===== src/rtl/ad_row_packer.sv =====
// Input adapter for the BCEDN pipeline.
// Reads words from the input FIFO, packs PACK_NUM of them into one row per EC-1 handshake, and counts ROWS rows per frame.
module ad_row_packer #(
    parameter int DATA_IN_WIDTH  = 8,
    parameter int PACK_NUM       = 4,
    parameter int ROWS           = 32,
    parameter int DATA_OUT_WIDTH = DATA_IN_WIDTH * PACK_NUM
) (
    input  logic                      clkw,
    input  logic                      rst,
    input  logic                      start,
    input  logic [DATA_IN_WIDTH-1:0]  fifo_dout,
    input  logic                      fifo_empty,
    output logic                      fifo_rd,
    input  logic                      ec_rdy,
    output logic [DATA_OUT_WIDTH-1:0] data_out,
    output logic                      out_en,
    output logic                      busy,
    output logic                      done
);

    localparam int CNT_W = $clog2(PACK_NUM + 1);
    localparam int ROW_W = (ROWS > 1) ? $clog2(ROWS) : 1;

    typedef enum logic [1:0] {
        S_IDLE,
        S_FILL,
        S_EMIT,
        S_DONE
    } state_t;

    state_t                    state_reg;
    state_t                    state_next;
    logic [CNT_W-1:0]          rd_cnt_reg;
    logic [CNT_W-1:0]          wr_cnt_reg;
    logic [ROW_W-1:0]          row_cnt_reg;
    logic [DATA_OUT_WIDTH-1:0] row_buf_reg;
    logic [DATA_OUT_WIDTH-1:0] data_out_reg;
    logic                      rd_pend_reg;
    logic                      out_en_reg;
    logic                      done_reg;
    logic                      rd_next;
    logic                      last_word;
    logic                      last_row;

    assign last_word = rd_pend_reg && (wr_cnt_reg == CNT_W'(PACK_NUM - 1));
    assign last_row  = (row_cnt_reg == ROW_W'(ROWS - 1));

    always_comb begin
        state_next = state_reg;
        rd_next    = 1'b0;
        case (state_reg)
            S_IDLE: begin
                if (start)
                    state_next = S_FILL;
            end
            S_FILL: begin
                // Gated by rst so nothing is pulled from the FIFO while reset is held
                rd_next = rst && !fifo_empty && (rd_cnt_reg < CNT_W'(PACK_NUM));
                if (last_word)
                    state_next = S_EMIT;
            end
            S_EMIT: begin
                if (ec_rdy)
                    state_next = last_row ? S_DONE : S_FILL;
            end
            S_DONE: begin
                state_next = S_IDLE;
            end
            default: begin
                state_next = S_IDLE;
            end
        endcase
    end

    always_ff @(posedge clkw) begin
        if (!rst) begin
            state_reg    <= S_IDLE;
            rd_cnt_reg   <= '0;
            wr_cnt_reg   <= '0;
            row_cnt_reg  <= '0;
            row_buf_reg  <= '0;
            data_out_reg <= '0;
            rd_pend_reg  <= 1'b0;
            out_en_reg   <= 1'b0;
            done_reg     <= 1'b0;
        end else begin
            state_reg   <= state_next;
            rd_pend_reg <= rd_next;
            out_en_reg  <= 1'b0;
            done_reg    <= (state_reg == S_DONE);
            case (state_reg)
                S_IDLE: begin
                    if (start) begin
                        rd_cnt_reg  <= '0;
                        wr_cnt_reg  <= '0;
                        row_cnt_reg <= '0;
                    end
                end
                S_FILL: begin
                    if (rd_next)
                        rd_cnt_reg <= rd_cnt_reg + CNT_W'(1);
                    // The FIFO presents data one cycle after the read strobe
                    if (rd_pend_reg) begin
                        row_buf_reg <= {row_buf_reg[DATA_OUT_WIDTH-DATA_IN_WIDTH-1:0], fifo_dout};
                        wr_cnt_reg  <= wr_cnt_reg + CNT_W'(1);
                    end
                end
                S_EMIT: begin
                    if (ec_rdy) begin
                        data_out_reg <= row_buf_reg;
                        out_en_reg   <= 1'b1;
                        rd_cnt_reg   <= '0;
                        wr_cnt_reg   <= '0;
                        if (!last_row)
                            row_cnt_reg <= row_cnt_reg + ROW_W'(1);
                    end
                end
                default: begin
                end
            endcase
        end
    end

    assign fifo_rd  = rd_next;
    assign data_out = data_out_reg;
    assign out_en   = out_en_reg;
    assign done     = done_reg;
    assign busy     = (state_reg != S_IDLE);

endmodule


===== config.mk =====
export PLATFORM = sky130hd
export DESIGN_NAME = ad_row_packer
export DESIGN_NICKNAME = d
export VERILOG_FILES = /design/src/rtl/ad_row_packer.sv
export SDC_FILE = /design/constraint.sdc
export NUM_CORES = 1
export LEC_CHECK = 0
export ABC_CLOCK_PERIOD_IN_PS = 3800
export CAP_MARGIN = 30
export CORE_ASPECT_RATIO = 1.4
export CORE_MARGIN = 4
export CORE_UTILIZATION = 35
export CTS_CLUSTER_DIAMETER = 80
export DETAILED_ROUTE_END_ITERATION = 10
export REMOVE_ABC_BUFFERS = 1
export SLEW_MARGIN = 25
export SYNTH_ARGS = -nofsm -noshare
export SYNTH_HDL_FRONTEND = slang
export SYNTH_SLANG_ARGS = --single-unit

===== constraint.sdc =====
create_clock -name clkw -period 3.8 [get_ports clkw]
set_clock_uncertainty 0.2 [all_clocks]
set_input_delay 0.76 -clock clkw [delete_from_list [all_inputs] [get_ports clkw]]
set_output_delay 0.76 -clock clkw [all_outputs]
set_load 0.01 [all_outputs]

==> impl_metrics.json, run 1 <==
{
  "status": "finished, final reports clean",
  "clock_sinks": 80,
  "area_delta_synth_final_pct": 25.1,
  "dp.cells": 497,
  "crit_slowest_cell": "or4b_1",
  "ctsHtreeMaxLevel": 3,
  "multi_input_area_um2": 1290,
  "die-area_um2": 10300,
  "grt_pass1_wl_mm": 10.6,
  "regToRegSetupSlack_ns": 1.68,
  "ys_seq_area_share_pct": 52.6,
  "post_cts_buffers": 0,
  "whs_path_depth": 2,
  "fin_cells": 510,
  "postSynthCellCount": 366,
  "cts_max_path_buffers": 2,
  "yosysTopAreaCellShare_pct": 52.6,
  "final_nets": 421,
  "die_x_um": 86.8,
  "critPathBufInv": 2,
  "reg2regPathDepth": 4,
  "place_congestion": 0.723,
  "ctsResizeCount": 0,
  "setup_tns_ns": 0,
  "ys_ff_latch": 80,
  "drt_first_pass_iters": 4,
  "slew_headroom_pct": 46.8,
  "path_cells": "clkdlybuf4s50_1 -> or4b_1 -> nor2_1 -> clkdlybuf4s50_1",
  "wire_per_inst_um": 12.0,
  "timing.final.hold_violations": 0,
  "grt.overflow.total": 0,
  "worstPathMaxFanout": 4,
  "rsz0062_at_grt": "false",
  "r2r_start": "state_reg[1]",
  "cts.clk_slew.worst_paths_ns": 0.05,
  "ys.flop_type": "dfxtp_1",
  "p_per_area_nw_per_um2": 437,
  "final_cell_mix": "nand2_1 (131), dfxtp_1 (80), a21oi_1 (76)",
  "max_slew.worst_pin.slew_ns": 0.793,
  "drive_above_1_share_pct": 6.17,
  "drc": 0,
  "period_minus_slack_ns": 3.36,
  "cts_hold_buffers": 0,
  "syn_area_um2": 3040,
  "slew_violations": 0,
  "clock_tree.root_cell": "clkbuf_16",
  "syn_area_per_cell_um2": 8.32,
  "start_util_pct": 35.6,
  "hp-start": "row_buf_reg[30]",
  "insertion_delay_ns": 0.33,
  "io_pins": 49,
  "netlist-cell-type-count": 33,
  "worstSetupStartpointType": "input port",
  "min_path_type": "reg -> reg",
  "grt_max_degree": 79,
  "post-route-period-util_pct": 88.5,
  "critPathTopFamily": "buffers and inverters",
  "synth_area_leader_cell": "dfxtp_1",
  "fillers": 878,
  "synth_edf_count": 0,
  "vias": 2448,
  "yosysWarnings": 0,
  "grtUsageTotal_pct": 13.0,
  "drt-total-wl_mm": 6.14,
  "antenna_left": 0,
  "core.rowCount": 40,
  "drtIter0Drc": 106,
  "p_sw_uw": 333,
  "synth_area_leaders": "dfxtp_1 (53%), nand2_1 (16%), a21oi_1 (12%), ha_1 (2.1%), buf_2 (2.0%)",
  "portBuffers": 48,
  "cap_violations": 0,
  "total_power_uw": 1660,
  "core_um2": 8560,
  "power_frac_seq_pct": 51.0,
  "switching_share_pct": 20.0,
  "p_int_uw": 1330,
  "whs_endpoint": "data_out[30]",
  "final_common_cell": "nand2_1",
  "dp.final_hpwl_mm": 3.83,
  "regArea_um2": 1600,
  "criticalPathCategory": "in -> out",
  "setup_viol": 0,
  "antenna_found_initial": 0,
  "crit_arrival_ns": 2.40,
  "cts_tree": "done",
  "power_frac_clock_pct": 45.9,
  "worstPathRequired_ns": 2.84,
  "crit_top_cell": "clkdlybuf4s50_1",
  "p_comb_share_pct": 3.1,
  "ir_worst_vdd_v": 0.000227,
  "leakagePower_uw": 0.00125,
  "fmax_mhz": 297,
  "timing.rr.end": "wr_cnt_reg[1]",
  "async_flop_share_pct": 0,
  "chipHeight_um": 118,
  "endpoint_kind": "primary output",
  "grt_pass1_vias": 2308,
  "avgViaCountPerCell": 4.80,
  "diodes": 0,
  "critPathMaxStageDelay_ns": 0.55,
  "cts_made_buffers": 9
}
[cell usage after synthesis (2+ instances only)]
master,number
nand2_1,131
dfxtp_1,80
a21oi_1,76
buf_2,12
clkbuf_1,8
nand3_1,8
ha_1,5
nand2b_1,5
o211ai_1,5
nor2_1,4
buf_4,3
and3_1,2
and3b_1,2
buf_6,2
mux2i_1,2
nand3b_1,2
nand3b_2,2
nand4b_1,2
[logic make-up (layout without fill, tap and decap cells)]
family	count (synthesis)	in the layout	share of synthesized area, %
AOI/OAI and AO/OA	85	85	14.8
adders and majority gates	5	5	2.06
buffers and inverters	28	67	4.85
DFF	80	80	52.6
muxes	2	2	0.658
and+or+nand+nor	166	166	25.0
[per-stage QoR]
stage,setup WS (ns),util (%),instance area (um^2),hold slack (ns)
3_3_place_gp,0.466,41.4,3550,0.240
4_1_cts,0.432,44.5,3810,0.255
5_1_grt,0.352,44.5,3810,0.273
3_5_place_dp,0.445,41.4,3550,0.247
2_1_floorplan,1.26,-,2900,0.232
6_report,0.436,44.5,3810,0.250
[worst max path at each step]
stage,start,endpoint,depth (start not counted)
3_3_place_gp,fifo_empty,fifo_rd,4
4_1_cts,fifo_empty,fifo_rd,4
2_1_floorplan,rst,fifo_rd,2
6_report,fifo_empty,fifo_rd,4
3_5_place_dp,fifo_empty,fifo_rd,4
5_1_grt,fifo_empty,fifo_rd,4
[power by group through the flow]
stage	sequential, uW	clock [uW]	combinational (uW)
5_1_grt	849	826	56.6
3_3_place_gp	866	0	51.3
6_report	848	764	51.2
2_1_floorplan	865	0	25.5
4_1_cts	848	795	51.7
3_5_place_dp	866	0	51.6
[area by class of cell]
| cell class | count | share of cell area [%] |
|---|---|---|
| repair buffers | 52 | 13.4 |
| multi-input cells | 258 | 34.0 |
| flip-flops and latches | 80 | 42.1 |
| clock buffers | 12 | 6.74 |
| inverters | 2 | 0.197 |
| clock inverters | 1 | 0.131 |
| well taps | 105 | 3.45 |
[worst register-to-register path: cells and delay by family, from the launching register on]
| kind | cells | cell delay (ns) |
|---|---|---|
| buffers and inverters | 1 | 0.28 |
| AND/OR/NAND/NOR | 1 | 0.62 |
| AO/OA/AOI/OAI | 2 | 0.43 |
| flip-flops | 1 | 0.44 |
[metal layers]
layer | global-route usage [%] | vias to the layer above | part of all wire [%]
li1 | - | 1288 | -
met1 | 15.7 | 1104 | 46
met2 | 20.2 | 46 | 47
met3 | 5.23 | 10 | 5.4
met4 | 4.97 | 0 | 1.8
met5 | 0 | - | 0
No activity file was read; power rests on OpenSTA's default activity.
==> run 2: changes to the inputs <==
- CORE_MARGIN: 4 -> 2
- CTS_CLUSTER_SIZE: default -> 40
==> run 2 against run 1 <==
Net effect: critical path type unchanged; die area decreased by 7.8%; cell count is 0.20% higher; wire length down 1.8%; via count grew 0.82%; largest power group unchanged; register-to-register slack gained 0.08 ns; maximum frequency hardly changed; global-route usage rose by 0.53 points.
==> impl_metrics.json, run 2 (synthesis gave the netlist of run 1 again) <==
{
  "status": "finished, final reports clean",
  "cts_max_path_buffers": 2,
  "fin_util_pct": 45.0,
  "chipHeight_um": 114,
  "max_slew.worst_pin.slew_ns": 0.812,
  "crit_cells": 4,
  "post-route-period-util_pct": 88.5,
  "ir_worst_vdd_v": 0.000244,
  "final_common_cell": "nand2_1",
  "die-area_um2": 9470,
  "fmax_mhz": 297,
  "drtIter0Drc": 141,
  "ctsHtreeMaxLevel": 3,
  "antenna_left": 0,
  "drive_above_1_share_pct": 6.16,
  "crit_top_cell": "clkdlybuf4s50_1",
  "final_nets": 422,
  "drt_first_pass_iters": 4,
  "grt.overflow.total": 0,
  "grtUsageTotal_pct": 13.5,
  "vias": 2468,
  "crit_arrival_ns": 2.40,
  "diodes": 0,
  "path_cells": "clkdlybuf4s50_1 -> or4b_1 -> nor2_1 -> clkdlybuf4s50_1",
  "post_cts_buffers": 0,
  "wire_per_inst_um": 11.8,
  "drc": 0,
  "slew_violations": 0,
  "reg2regPathDepth": 3,
  "endpoint_kind": "primary output",
  "ctsResizeCount": 0,
  "worstPathRequired_ns": 2.84,
  "place_congestion": 0.701,
  "drt-total-wl_mm": 6.03,
  "min_path_type": "reg -> reg",
  "final_cell_mix": "nand2_1 (131), dfxtp_1 (80), a21oi_1 (76)",
  "regToRegSetupSlack_ns": 1.76,
  "cts_hold_buffers": 0,
  "antenna_found_initial": 0,
  "die_x_um": 82.8,
  "grt_pass1_vias": 2224,
  "p_per_area_nw_per_um2": 449,
  "avgViaCountPerCell": 4.83,
  "core.rowCount": 40,
  "clock_tree.root_cell": "clkbuf_16",
  "crit_slowest_cell": "clkdlybuf4s50_1",
  "worstSetupStartpointType": "input port",
  "critPathMaxStageDelay_ns": 0.55,
  "clock_sinks": 80,
  "area_delta_synth_final_pct": 25.8,
  "worstPathMaxFanout": 4,
  "setup_viol": 0,
  "setup_tns_ns": 0,
  "leakagePower_uw": 0.00126,
  "critPathTopFamily": "buffers and inverters",
  "dp.final_hpwl_mm": 3.67,
  "cts_tree": "done",
  "cts.clk_slew.worst_paths_ns": 0.05,
  "period_minus_slack_ns": 3.36,
  "io_pins": 49,
  "grt_pass1_wl_mm": 10.3,
  "timing.final.hold_violations": 0,
  "criticalPathCategory": "in -> out",
  "slew_headroom_pct": 45.9,
  "grt_max_degree": 79,
  "insertion_delay_ns": 0.33,
  "rsz0062_at_grt": "false",
  "core_um2": 8510,
  "portBuffers": 48,
  "start_util_pct": 35.8,
  "cap_violations": 0,
  "whs_path_depth": 2,
  "cts_made_buffers": 9,
  "critPathBufInv": 2
}
-- run 2: cell types whose count changed in the layout (fill, tap and decap cells not counted) --
cell / delta
buf_4: +1
bufinv_16: +1
clkbuf_1: +1
clkbuf_8: -1
clkinv_2: -1
-- run 2: through the flow --
step	hold WS (ns)	instance area [um^2]	total power, uW	cells	worst slack (ns)
floorplan	0.232	2900	890	340	1.26
global placement	0.239	3550	918	498	0.453
detailed placement	0.243	3550	918	498	0.451
CTS	0.251	3830	1740	511	0.438
global route	0.271	3830	1780	511	0.414
finish	0.252	3830	1720	511	0.436
-- run 2: layer usage --
layer | up-vias | routed length (um) | GRT usage [%]
li1 | 1290 | - | -
met1 | 1126 | 2760 | 15.8
met2 | 42 | 2920 | 22.6
met3 | 10 | 231 | 3.24
met4 | 0 | 130 | 7.54
met5 | - | 0 | 0
-- run 2: worst min-delay path: cells and delay by family, from the launching register on --
kind            cells  cell delay [ns]
flops               1             0.30
compound gates      1             0.05
simple gates        1             0.05
-- run 2: final cells by class --
class | count | area (um^2)
Multi-Input combinational cell | 258 | 1290
Tap cell | 105 | 131
Clock inverter | 1 | 30.0
Fill cell | 904 | 4680
Timing Repair Buffer | 53 | 518
Clock buffer | 12 | 246
Sequential cell | 80 | 1600
Inverter | 2 | 7.51
-- run 2: worst paths after layout --
kind,start,endpoint
worst max-delay path,fifo_empty,fifo_rd
worst min-delay path,data_out[16],data_out[16]
worst max register to register,state_reg[0],row_buf_reg[0]
worst min register to register,data_out[16],data_out[16]
-- run 2: power by group --
| part | total [uW] | internal, uW | switching (uW) | leakage [uW] |
|---|---|---|---|---|
| Combinational | 51.0 | 23.0 | 28.1 | 0.000476 |
| Sequential | 848 | 842 | 6.14 | 0.000645 |
| Clock | 821 | 516 | 306 | 0.000135 |
| Total | 1720 | 1380 | 340 | 0.00126 |
==> run 3: changes to the inputs <==
--- a/constraint.sdc
+++ b/constraint.sdc
@@ -3,3 +3,3 @@
 set_input_delay 0.76 -clock clkw [delete_from_list [all_inputs] [get_ports clkw]]
 set_output_delay 0.76 -clock clkw [all_outputs]
-set_load 0.01 [all_outputs]
+set_load 0.1 [all_outputs]
==> run 3 against run 2 <==
Net effect: hold slack lost 0.0015 ns; global-route usage shrank 0.22 points; sequential share of layout area shrank 0.19 points; flip-flop and latch count is the same; critical path depth is the same; register-to-register slack lost 0.02 ns; via count shrank 1.2%; count of clock-buffer cells in the layout grew 2; utilization grew 0.21 points.
==> impl_metrics.json, run 3 (synthesis gave the netlist of run 1 again) <==
{
  "status": "finished, final reports clean",
  "cts_tree": "done",
  "insertion_delay_ns": 0.33,
  "drt-total-wl_mm": 6.00,
  "final_cell_mix": "nand2_1 (131), dfxtp_1 (80), a21oi_1 (76)",
  "setup_viol": 0,
  "cts_max_path_buffers": 2,
  "grt.overflow.total": 0,
  "timing.rr.end": "row_buf_reg[24]",
  "cap_violations": 0,
  "slew_violations": 0,
  "critPathMaxStageDelay_ns": 0.55,
  "busiest_layer": "met2",
  "use_met2_pct": 22.4,
  "ir_worst_vdd_v": 0.000221,
  "worstSetupStartpointType": "input port",
  "r2r_start": "state_reg[0]",
  "final_common_cell": "nand2_1",
  "chipHeight_um": 114,
  "timing.final.hold_violations": 0,
  "drt_first_pass_iters": 4,
  "ctsResizeCount": 0,
  "leakagePower_uw": 0.00127,
  "fmax_mhz": 320,
  "area_delta_synth_final_pct": 26.4,
  "reg2regPathDepth": 3,
  "rsz0062_at_grt": "false",
  "period_minus_slack_ns": 3.12,
  "post-route-period-util_pct": 82.2,
  "setup_tns_ns": 0,
  "worstPathRequired_ns": 2.84,
  "portBuffers": 48,
  "crit_path_end": "fifo_rd",
  "crit_arrival_ns": 2.16,
  "antenna_found_initial": 0,
  "worstPathMaxFanout": 4,
  "fin_hold_ws_ns": 0.250,
  "regToRegSetupSlack_ns": 1.74,
  "antenna_left": 0,
  "core.rowCount": 40,
  "cp-startpoint": "fifo_empty",
  "clock_sinks": 80,
  "vias": 2439,
  "fillers": 870,
  "die-area_um2": 9470,
  "core_um2": 8510,
  "whs_path_depth": 2,
  "wire_per_inst_um": 11.7,
  "drc": 0,
  "io_pins": 49,
  "endpoint_kind": "primary output",
  "final_nets": 422,
  "drive_above_1_share_pct": 7.33,
  "drtIter0Drc": 183,
  "post_cts_buffers": 0,
  "cts.clk_slew.worst_paths_ns": 0.05,
  "grt_pass1_wl_mm": 10.2,
  "grt_pass1_vias": 2251,
  "ctsHtreeMaxLevel": 3,
  "crit_slowest_cell": "or4b_1",
  "cts_made_buffers": 9,
  "slew_headroom_pct": 34.8,
  "avgViaCountPerCell": 4.75,
  "path_cells": "clkdlybuf4s50_1 -> or4b_1 -> nor2_1 -> buf_12",
  "dp.final_hpwl_mm": 3.68,
  "start_util_pct": 35.8,
  "clock_tree.root_cell": "clkbuf_16",
  "total_power_uw": 1710,
  "grt_util_met1_pct": 15.3,
  "grtUsageTotal_pct": 13.3,
  "cts_hold_buffers": 0,
  "diodes": 0,
  "pre_cts_ws_ns": 0.690,
  "grt_max_degree": 79,
  "die_x_um": 82.8,
  "p_per_area_nw_per_um2": 445,
  "use_met3_pct": 3.17,
  "place_congestion": 0.745,
  "max_slew.worst_pin.slew_ns": 0.975,
  "min_path_type": "reg -> reg",
  "setup_slack_ns": 0.678,
  "criticalPathCategory": "in -> out"
}
==> run 3: cell count changes in the layout (fill, tap and decap cells not counted), sizes merged <==
cell and delta:
bufinv -1, clkdlybuf4s50 -2, clkbuf +2, clkinv +1, clkinvlp +1, buf +2
==> run 3: area by class of cell <==
class / instances / area, um^2 / area share [%]
flip-flops and latches: 80 / 1600 / 41.6
clock inverters: 2 / 12.5 / 0.325
repair buffers: 53 / 526 / 13.7
well taps: 105 / 131 / 3.41
multi-input cells: 258 / 1290 / 33.7
clock buffers: 14 / 274 / 7.12
inverters: 2 / 7.51 / 0.195
==> run 3: critical path, delay by kind of cell <==
kind / cells / cell delay (ns)
buffers and inverters: 2 / 0.64
AND/OR/NAND/NOR: 2 / 0.77
==> run 3: power breakdown <==
| part | leakage (uW) | internal, uW | switching, uW |
|---|---|---|---|
| sequential | 0.000645 | 842 | 6.18 |
| clock | 0.000139 | 495 | 308 |
| combinational | 0.000482 | 23.4 | 37.4 |
| total | 0.00127 | 1360 | 352 |
==> run 3: worst min-delay path by stage <==
stage | start | endpoint | slack [ns]
after floorplan | row_buf_reg[24] | data_out[24] | 0.23
after global placement | row_buf_reg[29] | data_out[29] | 0.24
after detailed placement | row_buf_reg[29] | data_out[29] | 0.24
after CTS | row_buf_reg[29] | data_out[29] | 0.25
after global routing | data_out[20] | data_out[20] | 0.27
final | row_buf_reg[29] | data_out[29] | 0.25
==> run 3: through the flow <==
step	cells	area [um^2]	utilization [%]
final	514	3850	45.2
after global routing	514	3850	45.2
after CTS	514	3850	45.2
after detailed placement	498	3560	41.9
after global placement	498	3560	41.9
after floorplan	340	2900	-
==> run 3: routing by layer <==
layer  part of all wire [%]  routed length, um  up-vias
met5                      0                  0        -
li1                       -                  -     1286
met1                     46               2770     1106
met3                    3.0                178        7
met4                    1.9                116        0
met2                     49               2930       40
